## src/rtl/instruction_fetch_pkg.sv

```systemverilog
// Shared fetch-stage constants and the machine word type.
// Included ahead of the fetch stage so the macros are visible to it.
`ifndef WORD_SIZE
`define WORD_SIZE 16
`endif
`ifndef RESET_PC
`define RESET_PC 16'h0000
`endif
`ifndef BUBBLE_INST
`define BUBBLE_INST 16'hF01C
`endif

package instruction_fetch_pkg;

    typedef logic [`WORD_SIZE-1:0] word_t;

    localparam word_t PC_STEP = word_t'(1);

endpackage

```

## src/rtl/instruction_fetch.sv

```systemverilog
// Instruction fetch stage: one outstanding memory read, a single
// instruction holding register, stall and redirect handling.
module instruction_fetch
    import instruction_fetch_pkg::*;
(
    input  logic                  clk,
    input  logic                  reset,
    output logic                  i_readM,
    output logic [`WORD_SIZE-1:0] i_address,
    input  logic [`WORD_SIZE-1:0] i_data,
    input  logic                  inputReady,
    input  logic                  stall,
    input  logic                  redirect_valid,
    input  logic [`WORD_SIZE-1:0] redirect_target,
    output logic [`WORD_SIZE-1:0] inst,
    output logic                  inst_valid,
    output logic [`WORD_SIZE-1:0] inst_pc,
    output logic [`WORD_SIZE-1:0] inst_pc_next,
    output logic [`WORD_SIZE-1:0] fetch_count
);

    localparam logic [1:0] S_FETCH = 2'd0;
    localparam logic [1:0] S_FULL  = 2'd1;
    localparam logic [1:0] S_DRAIN = 2'd2;

    logic [1:0] state;
    logic [1:0] state_n;
    word_t      pc;
    word_t      pc_n;
    word_t      inst_n;
    logic       valid_n;
    word_t      ipc_n;
    word_t      count_n;

    always_ff @(posedge clk) begin
        if (reset) begin
            state       <= S_FETCH;
            pc          <= `RESET_PC;
            inst        <= `BUBBLE_INST;
            inst_valid  <= 1'b0;
            inst_pc     <= '0;
            fetch_count <= '0;
        end else begin
            state       <= state_n;
            pc          <= pc_n;
            inst        <= inst_n;
            inst_valid  <= valid_n;
            inst_pc     <= ipc_n;
            fetch_count <= count_n;
        end
    end

    // Redirect outranks both stall and a memory response in every state.
    always_comb begin
        state_n = state;
        pc_n    = pc;
        inst_n  = inst;
        valid_n = inst_valid;
        ipc_n   = inst_pc;
        count_n = fetch_count;
        case (state)
            S_FETCH: begin
                if (redirect_valid) begin
                    pc_n    = redirect_target;
                    state_n = inputReady ? S_FETCH : S_DRAIN;
                end else if (inputReady) begin
                    inst_n  = i_data;
                    ipc_n   = pc;
                    valid_n = 1'b1;
                    pc_n    = pc + PC_STEP;
                    state_n = S_FULL;
                end
            end
            S_FULL: begin
                if (redirect_valid) begin
                    inst_n  = `BUBBLE_INST;
                    valid_n = 1'b0;
                    pc_n    = redirect_target;
                    state_n = S_FETCH;
                end else if (!stall) begin
                    inst_n  = `BUBBLE_INST;
                    valid_n = 1'b0;
                    count_n = fetch_count + PC_STEP;
                    state_n = S_FETCH;
                end
            end
            S_DRAIN: begin
                // The stale response is dropped; only one can be in flight.
                if (redirect_valid) begin
                    pc_n = redirect_target;
                end
                if (inputReady) begin
                    state_n = S_FETCH;
                end
            end
            default: begin
                state_n = S_FETCH;
            end
        endcase
    end

    assign i_readM      = (state == S_FETCH) && !reset;
    assign i_address    = pc;
    assign inst_pc_next = inst_pc + PC_STEP;

endmodule
```

## config.mk

```make
export PLATFORM = sky130hd
export DESIGN_NAME = instruction_fetch
export DESIGN_NICKNAME = d
export VERILOG_FILES = /design/src/rtl/instruction_fetch_pkg.sv /design/src/rtl/instruction_fetch.sv
export SDC_FILE = /design/constraint.sdc
export NUM_CORES = 1
export LEC_CHECK = 0
export CAP_MARGIN = 10
export CORE_ASPECT_RATIO = 1.4
export CORE_UTILIZATION = 41
export DETAILED_ROUTE_END_ITERATION = 10
export MAX_ROUTING_LAYER = met4
export PLACE_DENSITY = 0.76
export SLEW_MARGIN = 30
export SYNTH_ARGS = -nofsm -noshare
export SYNTH_HDL_FRONTEND = slang
export SYNTH_SLANG_ARGS = --single-unit
```

## constraint.sdc

```tcl
create_clock -name clk -period 2.1 [get_ports clk]
set_input_delay 0.21 -clock clk [delete_from_list [all_inputs] [get_ports clk]]
set_output_delay 0.21 -clock clk [all_outputs]
set_load 0.05 [all_outputs]
```

* Word level (Yosys, flattened, before mapping)
Cells that the tools add are included.
Operators by class: add/sub/neg operators 3, equality and inequality tests 8, muxes and demuxes 21, bitwise gates (word level) 2, reduce and logical (&&, ||, !) cells 11
Operator list (count):
- 16-bit 2-to-1 mux | 7
- 16-bit case mux with 2 select lines | 2
- 16-bit by 1-bit adder with 16-bit output (second input constant) | 3
- 2-bit 2-to-1 mux | 6
- 3-bit AND reduction | 4
- 2-bit inequality test (second input constant) | 3
- 3-bit inequality test (second input constant) | 2
- 2-bit case mux with 3 select lines | 1
- 1-bit 2-to-1 mux | 4
- 4-bit AND reduction | 1
- 2-bit nonzero test | 2
- 2-bit by 1-bit == test with 1-bit output (second input constant) | 1
- 2-bit == test (second input constant) | 1
- 2-bit zero test | 1
- 2-bit by 1-bit inequality test with 1-bit output (second input constant) | 1
- 1-bit NOT | 2
- 1-bit case mux with 2 select lines | 1
- 2-bit OR reduction | 1
- 1-bit logical AND | 1
- 1-bit zero test | 1
Word-level totals: register bits 67, input port bits 37, output and inout port bits 82

* Depth between registers and ports, before layout
Gate-level depths: netlist of the first run.
word-level depth 4, depth in mapped cells 9, gate-level depth less buffers 6

* Worst setup path after synthesis of the first run
Ideal clock, no wire load.
path kind register -> output, from reg inst_pc[2], to out inst_pc_next[15], arrival 2.333 ns, data required time 1.890 ns, setup slack -0.443 ns, cell stages (with the launch flop) 5, path buffers 0, cell sequence dfxtp_1 -> and4_1 -> nand4_1 -> nor4_1 -> xor2_1
On the way: longest elaborated chain between the ends 1
RTL lines:
- from (decl) | line instruction_fetch.sv:17 | output logic [`WORD_SIZE-1:0] inst_pc,
- from (signal assigned) | line instruction_fetch.sv:48 | inst_pc <= ipc_n;
- 16-bit by 1-bit adder with 16-bit output | line instruction_fetch.sv:104 | assign inst_pc_next = inst_pc + PC_STEP;
- to (decl) | line instruction_fetch.sv:18 | output logic [`WORD_SIZE-1:0] inst_pc_next,
No other way between the ends.

* Final worst setup path of the first run
from reg inst_pc[4], to out inst_pc_next[9]
The elaborated chain is that of the path after synthesis.

==> summary.txt, run 1 <==
Worst setup path
  – Setup CP Type: flip-flop to output pin
  – Startpoint types: flip-flop
  – Worst EP arrival: between 1.5 and 2 ns
  – Reg2reg path depth: 6
  – R2r endpoint: i_address[9]$_SDFFE_PP0P_
  – CP max stage cell: dfxtp_4
  – Crit path largest cell delay: roughly 0.38 ns
  – Worst Path Required: 1.89 ns
  – Worst Setup End Kind: output pin
  – Reg-to-Reg Start: state[0]$_SDFFE_PP0P_
  – Max FO, Critical Path: 5
  – CP cell instances: and4_4, nand4_1, buf_4, nor2_1, xor2_2, buf_12
  – Reg-to-reg slack, setup: around 0.15 ns

Clock tree
  – CTS tree: done
  – H-Tree Depth: 3
  – CTS buffer count: 9
  – Clock buffer depth: 2
  – CTS clk-pin slew, worst paths: ~0.070 ns
  – CTS root buf: clkbuf_8
  – CTS Sinks: 67
  – Worst skew pair latency: 0.34 ns

Floorplan
  – Std cell rows: 38
  – Starting Density: a little over two fifths
  – Core area: 7845 µm²
  – Total Die Area: 8518 µm²
  – Chip height: 108.8 µm
  – Io pins: 119
  – Die W: 78.29 µm

Timing
  – Fin crit share: 98.16%
  – RSZ-0062 raised after global routing: true
  – Worst slew margin: ~64%
  – Worst Max-Slew Pin Slew: 0.5367 ns
  – Final Skew: 0.004879 ns
  – Final setup violation count: 0
  – Final WS setup: 0.03854 ns
  – Max-slew violation count: 0
  – Final Hold Viols: 0
  – Tmin final: 2.061 ns
  – Setup_tns: 0 ns
  – Minimum hold slack: about 0.33 ns
  – Max Clk Rate: 0.4851 GHz

Placed design
  – Dpl cells: 636
  – Final GP Congestion: just under 0.9
  – Pre-CTS WS: 0.07992 ns
  – Dpl hpwl: 7.312 mm
  – Port Buffers: between 100 and 150

Synthesis
  – Ys Warns: 0
  – Synth async-reset ratio: 0%
  – Register area share after synthesis: between 40% and 50%
  – Mapped Area: 3341 µm²
  – Post-synth top flop: dfxtp_1
  – Synth unique cells: 52
  – Syn nets: around 460
  – Post-synth EDFFs: 0
  – Synth area leaders: dfxtp_1 40%, nand2_1 7.3%, a21oi_1 5.1%
  – Cells after Synth: 412
  – Post-synth top area share: 40.15%
  – Post-synth top area cell: dfxtp_1
  – Syn Area/Cell: 8.109 µm²
  – Count of state elements after synthesis: 67

Global routing
  – First-pass GRT wire length: between 15 and 20 mm
  – Congestion Overflow GR: 0
  – Vias in the first global route: roughly 3,400
  – Largest net degree at the start of global routing: 38
  – GRT Overall Usage: 24.36%
  – Number of antenna violations at the first check in global routing: 0

Worst hold path
  – Hold crit path type: primary input to flip-flop
  – Worst-case hold path end point: fetch_count[9]$_SDFFE_PP0P_
  – Hold wc startpoint: reset
  – Hold depth: 3

Power and ir drop
  – Pleak: 1.962 nW
  – Clock power share: 30.2%
  – Net Sw Power: 1.042 mW
  – Reg power frac: 44.0%
  – Peak supply drop: roughly 0.00040 V
  – Gate power share: between 20 and 30%
  – P_int: ~2.1 mW
  – PwrDens: 615.6 nW/µm²
  – Sw frac: about a third

Layout
  – Antenna fix cells: 0
  – Share of layout cells above drive strength 1: 15.55%
  – Multi-input gate area: ~2000 µm²
  – P&R area growth vs syn: 54.83%
  – Sequential cell area: approximately 1400 µm²
  – Fin nets: 591
  – Layout Cells excl Fill: ~650
  – Fillers: 685
  – Final core utilization: 65.93%

Run
  – Max-Cap Viols: 0

Routing
  – WL/cell: 15.02 µm
  – Total number of vias: 3,571
  – Vias/cell: 5.469
  – Residual DRC count: 0
  – DRT Pass-1 Iters: 5
  – Routed Antenna Nets: 0
  – Routed wire length: 9.810 mm
  – DR iter-0 viols: 289

Run status
  – Status: completed
-- kinds of logic (layout without fill, tap and decap cells) --
family                     count (synthesis)  count (layout)  share of synthesized area (%)
buffers and inverters                     29             170                          3.371
xor gates and xnor gates                  24              24                          6.292
DFF                                       67              67                          40.15
and+or+nand+nor                          183             183                          27.38
AOI/OAI and AO/OA                         92              92                          17.08
adders and majority gates                  6               6                          2.247
muxes                                     11              11                          3.483
-- power by group through the flow --
stage / clock network [mW] / registers (mW) / logic [mW]
finish: 0.961 / 1.40 / 0.823
global route: 1.04 / 1.41 / 0.877
CTS: 0.979 / 1.40 / 0.825
detailed placement: 0 / 1.43 / 0.821
global placement: 0 / 1.42 / 0.810
floorplan: 0 / 1.63 / 0.293
-- registers in the layout (all words and copies together) (netlist names) --
register / cells
fetch_count: 16
inst_valid: 1
inst: 16
i_address: 16
inst_pc: 16
state: 2
-- worst max-delay path: cells and delay by family (launching register included) --
| family | cells | cell delay (ns) |
|---|---|---|
| xor+xnor | 1 | 0.20 |
| buf+inv | 2 | 0.38 |
| flops | 1 | 0.38 |
| simple gates | 3 | 0.55 |
-- cell type report --
| class | count | area share, % |
|---|---|---|
| Clock inverter | 2 | 0.1935 |
| Multi-Input combinational cell | 316 | 39.14 |
| Inverter | 9 | 0.6531 |
| Clock buffer | 14 | 3.145 |
| Sequential cell | 67 | 26.25 |
| Timing Repair Buffer | 145 | 28.21 |
| Tap cell | 100 | 2.419 |
-- cell usage in the layout, fill, tap and decap left out, types with 11 or more instances in the layout --
| master | netlist | layout |
|---|---|---|
| a21oi_1 | 34 | 34 |
| buf_4 | 0 | 32 |
| clkbuf_8 | 0 | 11 |
| clkdlybuf4s50_1 | 0 | 102 |
| dfxtp_1 | 67 | 60 |
| nand2_1 | 65 | 65 |
| nand3_1 | 17 | 17 |
| nand4_1 | 13 | 13 |
| nor2_1 | 34 | 33 |
| o21ai_0 | 15 | 15 |
-- worst max-delay path by stage --
| stage | end | cells after the start | slack (ns) | from |
|---|---|---|---|---|
| after floorplan | inst_pc_next[15] | 3 | -0.13 | inst_pc[10]$_SDFFE_PP0P_ |
| after global placement | fetch_count[13]$_SDFFE_PP0P_ | 5 | 0.14 | stall |
| after detailed placement | fetch_count[13]$_SDFFE_PP0P_ | 5 | 0.08 | stall |
| after CTS | inst_pc_next[9] | 6 | -0.0009 | inst_pc[4]$_SDFFE_PP0P_ |
| after global routing | inst_pc_next[13] | 6 | -0.03 | inst_pc[3]$_SDFFE_PP0P_ |
| final | inst_pc_next[9] | 6 | 0.04 | inst_pc[4]$_SDFFE_PP0P_ |
-- cells in the mapped netlist (all sizes together) (7+ instances only) --
cell type,number
dfxtp,67
nand2,65
a21oi,34
nor2,34
nand3,18
o21ai,16
clkbuf,15
nand4,13
xnor2,13
xor2,11
a22oi,10
o22ai,10
inv,9
mux2i,9
nor3,8
nor4,7
or3,7
-- through the flow --
step / instance area [µm²] / total power [mW]
finish: 5172 / 3.184
global route: 5172 / 3.321
CTS: 5145 / 3.203
detailed placement: 4938 / 2.249
global placement: 4938 / 2.234
floorplan: 3443 / 1.918
-- per-layer routing --
metal | vias up | part of all wire [%] | track usage, %
li1 | 1750 | - | -
met1 | 1676 | 40 | 25.30
met2 | 131 | 53 | 43.86
met3 | 14 | 5.4 | 4.770
met4 | 0 | 1.9 | 11.77
met5 | - | 0 | -
-- what timing repair did --
item,in CTS,in global routing
hold buffers,0,0
setup endpoints to repair,7,7
pin swaps,3,2
setup buffers,1,0
resized for setup,8,8
No activity file was read; power rests on OpenSTA's default activity.
==> inputs of run 2 (changes only) <==
Settings changed: CAP_MARGIN 10 to not set.
==> results of run 2 <==
No change in the layout: final DEF, timing and power equal those of run 1.
